$ cat src/rtl/mips_wb_trace_capture.sv
`default_nettype none
// ============================================================================
// Module : mips_wb_trace_capture
// Snoops mips_16 WB register writes into a timestamped FWFT trace FIFO and
// keeps a shadow copy of the 8x16 register file.
// Rev    : 1.0  initial release
// ============================================================================
module mips_wb_trace_capture #(
    parameter int DEPTH  = 16,
    parameter int CYC_W  = 16,
    parameter int DROP_W = 8
) (
    input  logic                     clk,
    input  logic                     rst,
    input  logic                     capture_en,
    input  logic                     flush,
    input  logic                     reg_write_en,
    input  logic [2:0]               reg_write_dest,
    input  logic [15:0]              reg_write_data,
    output logic                     trace_valid,
    input  logic                     trace_ready,
    output logic [2:0]               trace_dest,
    output logic [15:0]              trace_data,
    output logic [CYC_W-1:0]         trace_cycle,
    output logic [$clog2(DEPTH):0]   trace_count,
    output logic                     overflow,
    output logic [DROP_W-1:0]        drop_cnt,
    input  logic [2:0]               shadow_addr,
    output logic [15:0]              shadow_data
);

    localparam int AW = $clog2(DEPTH);
    localparam logic [AW:0]         C_FULL     = DEPTH[AW:0];
    localparam logic [AW:0]         C_CNT_ONE  = 1;
    localparam logic [AW-1:0]       C_PTR_ONE  = 1;
    localparam logic [CYC_W-1:0]    C_CYC_ONE  = 1;
    localparam logic [DROP_W-1:0]   C_DROP_ONE = 1;
    localparam logic [DROP_W-1:0]   C_DROP_MAX = '1;

    logic [CYC_W-1:0]  r_cyc;
    logic [2:0]        r_mem_dest  [DEPTH];
    logic [15:0]       r_mem_data  [DEPTH];
    logic [CYC_W-1:0]  r_mem_cyc   [DEPTH];
    logic [AW-1:0]     r_wptr;
    logic [AW-1:0]     r_rptr;
    logic [AW:0]       r_count;
    logic              r_overflow;
    logic [DROP_W-1:0] r_drop;
    logic [2:0]        r_last_dest;
    logic [15:0]       r_last_data;
    logic [CYC_W-1:0]  r_last_cyc;
    logic [15:0]       r_shadow    [8];

    logic w_empty;
    logic w_full;
    logic w_push;
    logic w_pop;
    logic w_accept;

    assign w_empty  = (r_count == '0);
    assign w_full   = (r_count == C_FULL);
    assign w_push   = reg_write_en & capture_en & ~flush;
    assign w_pop    = trace_ready & ~w_empty & ~flush;
    // When full, a same-cycle pop frees the slot the push lands in (wptr == rptr).
    assign w_accept = w_push & (~w_full | w_pop);

    always_ff @(posedge clk) begin
        if (rst) begin
            r_cyc <= '0;
        end else begin
            r_cyc <= r_cyc + C_CYC_ONE;
        end
    end

    always_ff @(posedge clk) begin
        if (rst) begin
            r_wptr     <= '0;
            r_rptr     <= '0;
            r_count    <= '0;
            r_overflow <= 1'b0;
            r_drop     <= '0;
        end else if (flush) begin
            r_wptr     <= '0;
            r_rptr     <= '0;
            r_count    <= '0;
            r_overflow <= 1'b0;
            r_drop     <= '0;
        end else begin
            if (w_accept) r_wptr <= r_wptr + C_PTR_ONE;
            if (w_pop)    r_rptr <= r_rptr + C_PTR_ONE;
            if (w_accept && !w_pop)      r_count <= r_count + C_CNT_ONE;
            else if (!w_accept && w_pop) r_count <= r_count - C_CNT_ONE;
            if (w_push && !w_accept) begin
                r_overflow <= 1'b1;
                if (r_drop != C_DROP_MAX) r_drop <= r_drop + C_DROP_ONE;
            end
        end
    end

    always_ff @(posedge clk) begin
        if (!rst && w_accept) begin
            r_mem_dest[r_wptr] <= reg_write_dest;
            r_mem_data[r_wptr] <= reg_write_data;
            r_mem_cyc[r_wptr]  <= r_cyc;
        end
    end

    // Last-popped head is held so the outputs stay put once the FIFO drains.
    always_ff @(posedge clk) begin
        if (rst) begin
            r_last_dest <= '0;
            r_last_data <= '0;
            r_last_cyc  <= '0;
        end else if (w_pop) begin
            r_last_dest <= r_mem_dest[r_rptr];
            r_last_data <= r_mem_data[r_rptr];
            r_last_cyc  <= r_mem_cyc[r_rptr];
        end
    end

    always_ff @(posedge clk) begin
        if (rst) begin
            for (int i = 0; i < 8; i++) r_shadow[i] <= '0;
        end else if (reg_write_en && reg_write_dest != 3'd0) begin
            r_shadow[reg_write_dest] <= reg_write_data;
        end
    end

    assign trace_valid = ~w_empty;
    assign trace_dest  = w_empty ? r_last_dest : r_mem_dest[r_rptr];
    assign trace_data  = w_empty ? r_last_data : r_mem_data[r_rptr];
    assign trace_cycle = w_empty ? r_last_cyc  : r_mem_cyc[r_rptr];
    assign trace_count = r_count;
    assign overflow    = r_overflow;
    assign drop_cnt    = r_drop;
    assign shadow_data = r_shadow[shadow_addr];

endmodule
`default_nettype wire

$ cat config.mk
export PLATFORM = sky130hd
export DESIGN_NAME = mips_wb_trace_capture
export DESIGN_NICKNAME = d
export VERILOG_FILES = /design/src/rtl/mips_wb_trace_capture.sv
export SDC_FILE = /design/constraint.sdc
export NUM_CORES = 1
export LEC_CHECK = 0
export ABC_CLOCK_PERIOD_IN_PS = 11400
export CAP_MARGIN = 20
export CELL_PAD_IN_SITES_DETAIL_PLACEMENT = 1
export CELL_PAD_IN_SITES_GLOBAL_PLACEMENT = 2
export CORE_ASPECT_RATIO = 0.7
export CORE_MARGIN = 2
export CORE_UTILIZATION = 53
export CTS_BUF_LIST = sky130_fd_sc_hd__clkbuf_8
export CTS_CLUSTER_SIZE = 12
export DETAILED_ROUTE_END_ITERATION = 16
export MAX_ROUTING_LAYER = met4
export PLACE_DENSITY = 0.95
export SLEW_MARGIN = 0
export SYNTH_ARGS = -nofsm -noshare
export SYNTH_HDL_FRONTEND = slang
export SYNTH_SLANG_ARGS = --single-unit
$ cat constraint.sdc
create_clock -name clk -period 11.4 [get_ports clk]
set_input_delay 2.28 -clock clk [delete_from_list [all_inputs] [get_ports clk]]
set_output_delay 2.28 -clock clk [all_outputs]
set_load 0.01 [all_outputs]
=== Word level (Yosys, flattened, before mapping) ===
Memory sizes are Yosys's and may differ from the RTL's. A register that Yosys moved wholly into a read port is not among the register bits.
Index checks and enable logic that the tools add are counted.
W data, S select, Z words.

* Add/sub/neg operators: 6
* Equal/unequal tests: 2
* Mux-type cells: 21
* Bitwise operators: 9
* Reduce and logical (&&, ||, !) cells: 14

{| class="wikitable"
|+ Operators by type and width
! operator !! number
|-
| $mux W16 || 3
|-
| $mux W4 || 6
|-
| $add A16 B1 Y16 const B || 1
|-
| $reduce_or A16 Y1 || 1
|-
| $mux W5 || 2
|-
| $add A4 B1 Y4 const B || 2
|-
| $add A8 B1 Y8 const B || 1
|-
| $mux W1 || 8
|-
| $ne A8 B8 Y1 const B || 1
|-
| $mux W3 || 2
|-
| $add A5 B1 Y5 const B || 1
|-
| $and A1 B1 Y1 || 5
|-
| $eq A5 B5 Y1 const B || 1
|-
| $logic_and A1 B1 Y1 || 5
|-
| $logic_not A5 Y1 || 1
|-
| $sub A5 B1 Y5 const B || 1
|-
| $logic_not A1 Y1 || 3
|-
| $not A1 Y1 || 3
|-
| $reduce_bool A3 Y1 || 1
|-
| $reduce_and A2 Y1 || 1
|-
| $reduce_bool A2 Y1 || 1
|-
| $reduce_or A2 Y1 || 1
|-
| $or A1 B1 Y1 || 1
|}

* Bits in registers: 73
* Bits in writable memories: 688
* Bits of input ports: 28
* Output and inout bits: 66
* Logic and storage cells: 65
* Memories kept: 4

{| class="wikitable"
|+ Memory list
! name !! depth !! width !! rd ports !! clocked after Yosys merged registers in !! wr ports !! line !! RTL
|-
| r_mem_cyc || 16 || 16 || 1 || 1 || 1 || 43 || <nowiki>logic [CYC_W-1:0] r_mem_cyc [DEPTH];</nowiki>
|-
| r_mem_data || 16 || 16 || 1 || 1 || 1 || 42 || <nowiki>logic [15:0] r_mem_data [DEPTH];</nowiki>
|-
| r_shadow || 8 || 16 || 1 || 0 || 8 || 52 || <nowiki>logic [15:0] r_shadow [8];</nowiki>
|-
| r_mem_dest || 16 || 3 || 1 || 1 || 1 || 41 || <nowiki>logic [2:0] r_mem_dest [DEPTH];</nowiki>
|}

=== Depth between registers and ports, before layout ===
* Depth after elaboration: 10
* Depth in mapped cells: 12
* Gate-level depth less buffers: 10

=== Worst setup path after synthesis ===
No wires, ideal clock.

* Path kind: in2out
* Start point: input port shadow_addr[0]
* End point: output port shadow_data[0]
* Arrival time: 3.886 ns
* Data required time: 9.120 ns
* Setup slack: 5.234 ns
* Stages on the path: 4
* Path buffers: 2
* Cells stage by stage: clkbuf_1 > buf_1 > mux4_2 > mux2_2

* Word-level cells in the longest chain between the ends: 1

{| class="wikitable"
|+ Ends and longest elaborated chain
! what !! line !! RTL
|-
| start: declaration || 28 || <nowiki>input logic [2:0] shadow_addr,</nowiki>
|-
| $mem_v2 Z8 W16 || -- ||
|-
| end: declaration || 29 || <nowiki>output logic [15:0] shadow_data</nowiki>
|}

No other way between the ends.

==> impl_summary.txt <==
----------------------------------------------------
[Timing]
  Worst-Margin Slew ... 1.138 ns
  Clock tree skew after final layout ... 0.02877 ns
  Worst max-slew margin expressed relative to the limit ... 24.16%
  Unrepaired setup endpoints after global routing ... false
  Post-route fraction of the period consumed by the critical path ... 61.86%
  Shortest period the worst path allows ... 7.051 ns
  Max-slew violations ... 0
  Count of final setup violators ... 0
  Final Hold Violating Endpoints ... 0
  Total Neg Setup Slack ... 0 ns
  Peak Freq ... 0.1418 GHz

[Synth]
  Fraction of registers with async set/reset ... 0%
  Most frequently used flop master after synthesis ... sky130_fd_sc_hd__edfxtp_1
  Count of flip-flops with a built-in enable after synthesis ... 688
  Warnings, synthesis ... 0
  Cells after synthesis ... 1,620
  Combined area of all synthesized cells ... 30,510 um^2
  Flops & latches, synth ... 765
  Syn Area/Cell ... 18.83 um^2
  Portion of the post-synthesis area used by sequential elements ... 72.76%
  Count of different cell masters after synthesis ... 46

[Clock network]
  # Post-CTS Setup Buffers ... 0
  Worst-skew pair later-pin latency ... 0.74 ns
  Clock transition at the registers of the reported paths ... 0.06 ns
  Clock buffer depth ... 3
  CTS H-Tree Depth ... 3
  Number of hold buffers added after CTS ... 0
  Clk Tree Root Cell ... sky130_fd_sc_hd__clkbuf_8
  Sink count of the clock tree ... 765
  Clock tree from TritonCTS ... yes
  CTS Buf Count ... 112
  Count of instances resized after the clock tree is built ... 0

[Critical path]
  Critical path arrival ... 4.77 ns
  Length in cells of the worst reg-to-reg path ... 11
  Crit Reg-Reg Endpoint ... trace_count[4]$_SDFFE_PP0P_
  Worst path buffer plus inverter count ... 2
  CP Capture Type ... output pin
  Cell-by-cell trace of the critical path ... buf_4 > mux4_2 > mux2i_1 > mux2_2 > a21oi_1 > clkdlybuf4s50_1
  Startpoint type of the worst setup path ... flip-flop
  FF-to-FF Start ... trace_count[0]$_SDFFE_PP0P_
  Number of cells on the critical path ... 6
  Top cell family by delay on the critical path ... buffers and inverters
  Slowest cell on the critical path ... sky130_fd_sc_hd__dfxtp_4
  Category of the critical setup timing path ... flip-flop to output pin
  R2r setup slk ... 7.99 ns
  CP required ... 9.12 ns
  Stage delay of the slowest cell on the critical path ... 1.03 ns
  Crit Path Max Fanout ... 74

[Layout]
  Storage element area ... 22,210 um^2
  Final Instance Count excl. Fillers ... 2,643
  Number of nets in the layout ... 1,834
  Most frequent standard cell in the layout excluding fill and tap cells ... sky130_fd_sc_hd__edfxtp_1
  Share of layout cells above drive strength 1 ... 23.96%
  Area of combinational cells with multiple inputs ... 8123 um^2
  Fillers ... 4,912
  Area of all placed cells without fillers ... 34,790 um^2
  Commonest cells after routing, fill and taps aside ... 688 x sky130_fd_sc_hd__edfxtp_1, 172 x sky130_fd_sc_hd__mux4_2, 131 x sky130_fd_sc_hd__clkbuf_8
  Synth-to-Final Area Change ... 14.02%

[Worst hold path]
  Type of the most critical hold path ... flip-flop to flip-flop
  Hold path cells ... 1
  Hold-critical path endpoint ... r_last_data[2]$_SDFFE_PP0N_
  Start point of the worst min-delay path ... r_last_data[2]$_SDFFE_PP0N_

[GRT]
  Initial antenna violation count ... 2
  GRT Total Usage ... 28.58%
  Overflow after GRT ... 0
  First-pass GRT wire length ... 119,600 um
  Maximum number of pins on one net before global-route repair ... 120
  Number of global-route vias before repair ... 17,900

[Pwr]
  Worst IR Drop VDD ... 0.00009943 V
  Power density over the cells ... 161.1 nW/um^2
  Lkg Pwr ... 11.46 nW

[Drt]
  Total wirelength of the detailed-routed design ... 80,890 um
  DR vias/cell ... 6.383
  Number of DRC violations after detailed-routing iteration 0 ... 1,963
  Number of optimization iterations in the first detailed-route pass ... 5
  Average wire per standard cell ... 30.60 um
  Total via count in the routed design ... 16,870
  Post-detailed-route count of antenna-violating nets ... 0
  DRC violation count after routing ... 0

[Die]
  Die Footprint ... 59,540 um^2
  Ports ... 94
  Number of rows created at floorplan ... 73
  Standard cell core area ... 56,810 um^2
  Effective utilization at floorplan ... 53.71%
  Height of the die ... 204.7 um
  Die W ... 290.8 um

[Placed design]
  Port Buf Inserts ... 93
  Total half-perimeter wirelength after legalization and detailed placement ... 43,980 um
  Placer congestion estimate ... 0.8031
  Instance area after placement ... 32,530 um^2
  Total instance count after detailed placement ... 2,426

[Run status]
  Result of the run ... finished, final reports clean

[Job]
  Max-capacitance violation count ... 0

----------------------------------------------------
==> per-stage QoR <==
| stage | worst slack [ns] | hold WS [ns] | util, % | total power, mW |
|---|---|---|---|---|
| floorplan | 5.234 | 0.4270 | - | 3.297 |
| global placement | 4.613 | 0.4337 | 57.22 | 3.451 |
| detailed placement | 4.542 | 0.4419 | 57.25 | 3.470 |
| CTS | 4.347 | 0.4568 | 61.15 | 5.629 |
| global route | 4.195 | 0.4656 | 61.24 | 5.764 |
| finish | 4.349 | 0.4522 | 61.24 | 5.603 |
==> final cells by class <==
cell class	count	share of cell area, %
antenna	2	0.01439
inverter	8	0.08632
clock buffer	131	5.183
timing repair buffer	135	3.640
sequential	765	63.85
multi-input combinational	772	23.35
clock inverter	80	1.180
tap	750	2.697
==> worst max path at each step <==
stage | from | end | slack [ns]
finish | flip-flop | trace_dest[0] | 4.35
global placement | shadow_addr[0] | shadow_data[9] | 4.61
CTS | flip-flop | trace_data[15] | 4.35
floorplan | shadow_addr[0] | shadow_data[0] | 5.23
global route | flip-flop | trace_data[5] | 4.19
detailed placement | shadow_addr[0] | shadow_data[14] | 4.54
==> report_power, final <==
part	leakage (nW)	switching, mW	internal, mW	total (mW)
Clock	1.29	1.09	1.10	2.18
Sequential	6.99	0.0267	3.08	3.11
Combinational	3.18	0.180	0.133	0.313
Total	11.5	1.29	4.31	5.60
==> synthesized netlist by cell type (3+ instances only) <==
master / number / area [um^2]
sky130_fd_sc_hd__xor2_1: 8 / 70.07
sky130_fd_sc_hd__and2_1: 112 / 700.7
sky130_fd_sc_hd__mux4_2: 172 / 3874
sky130_fd_sc_hd__dfxtp_1: 77 / 1541
sky130_fd_sc_hd__buf_2: 11 / 55.05
sky130_fd_sc_hd__nor3_1: 10 / 50.05
sky130_fd_sc_hd__xnor2_1: 12 / 105.1
sky130_fd_sc_hd__nor4_1: 5 / 31.28
sky130_fd_sc_hd__a211oi_1: 3 / 22.52
sky130_fd_sc_hd__inv_1: 7 / 26.28
sky130_fd_sc_hd__nand3_1: 14 / 70.07
sky130_fd_sc_hd__nand4_1: 3 / 18.77
sky130_fd_sc_hd__mux2i_1: 74 / 740.7
sky130_fd_sc_hd__nor2_1: 90 / 337.8
sky130_fd_sc_hd__o22ai_1: 35 / 219.0
sky130_fd_sc_hd__o31ai_1: 3 / 22.52
sky130_fd_sc_hd__clkbuf_1: 57 / 214.0
sky130_fd_sc_hd__o21ai_0: 11 / 55.05
sky130_fd_sc_hd__nand2b_1: 6 / 37.54
sky130_fd_sc_hd__edfxtp_1: 688 / 20660
sky130_fd_sc_hd__or3_1: 6 / 37.54
sky130_fd_sc_hd__nand2_1: 18 / 67.56
sky130_fd_sc_hd__o211ai_1: 3 / 22.52
sky130_fd_sc_hd__a41o_1: 3 / 30.03
sky130_fd_sc_hd__a21o_1: 37 / 277.8
sky130_fd_sc_hd__ha_1: 11 / 137.6
sky130_fd_sc_hd__buf_1: 20 / 75.07
sky130_fd_sc_hd__mux2_2: 52 / 585.6
sky130_fd_sc_hd__nor2b_1: 4 / 25.02
sky130_fd_sc_hd__a21oi_1: 48 / 240.2
==> cell families (layout without fill, tap and decap cells) <==
group / Yosys count / after routing / share of synthesized area [%]
flip-flops: 765 / 765 / 72.76
multiplexers: 298 / 298 / 17.04
AND/OR/NAND/NOR: 277 / 277 / 4.736
AO/OA/AOI/OAI: 149 / 149 / 3.076
buffers and inverters: 98 / 354 / 1.279
XOR/XNOR: 20 / 20 / 0.5741
adder cells (fa/ha/maj): 12 / 12 / 0.5167
other: 1 / 18 / 0.01229
==> routing by layer <==
metal | share of wire, % | GRT usage [%] | up-vias
li1 | - | - | 6826
met5 | 0 | - | -
met1 | 41 | 38.75 | 8861
met4 | 2.5 | 8.586 | 0
met2 | 48 | 44.36 | 1010
met3 | 8.6 | 5.848 | 174
==> registers in the layout, indices dropped and copies added, names as in the netlist, named ones only <==
signal,flops
r_last_dest,3
trace_count,5
r_mem_data,256
r_shadow,128
drop_cnt,8
r_cyc,16
overflow,1
r_mem_cyc,256
r_last_data,16
r_wptr,4
r_mem_dest,48
r_rptr,4
r_last_cyc,16
Power figures use the tool's default switching activity.
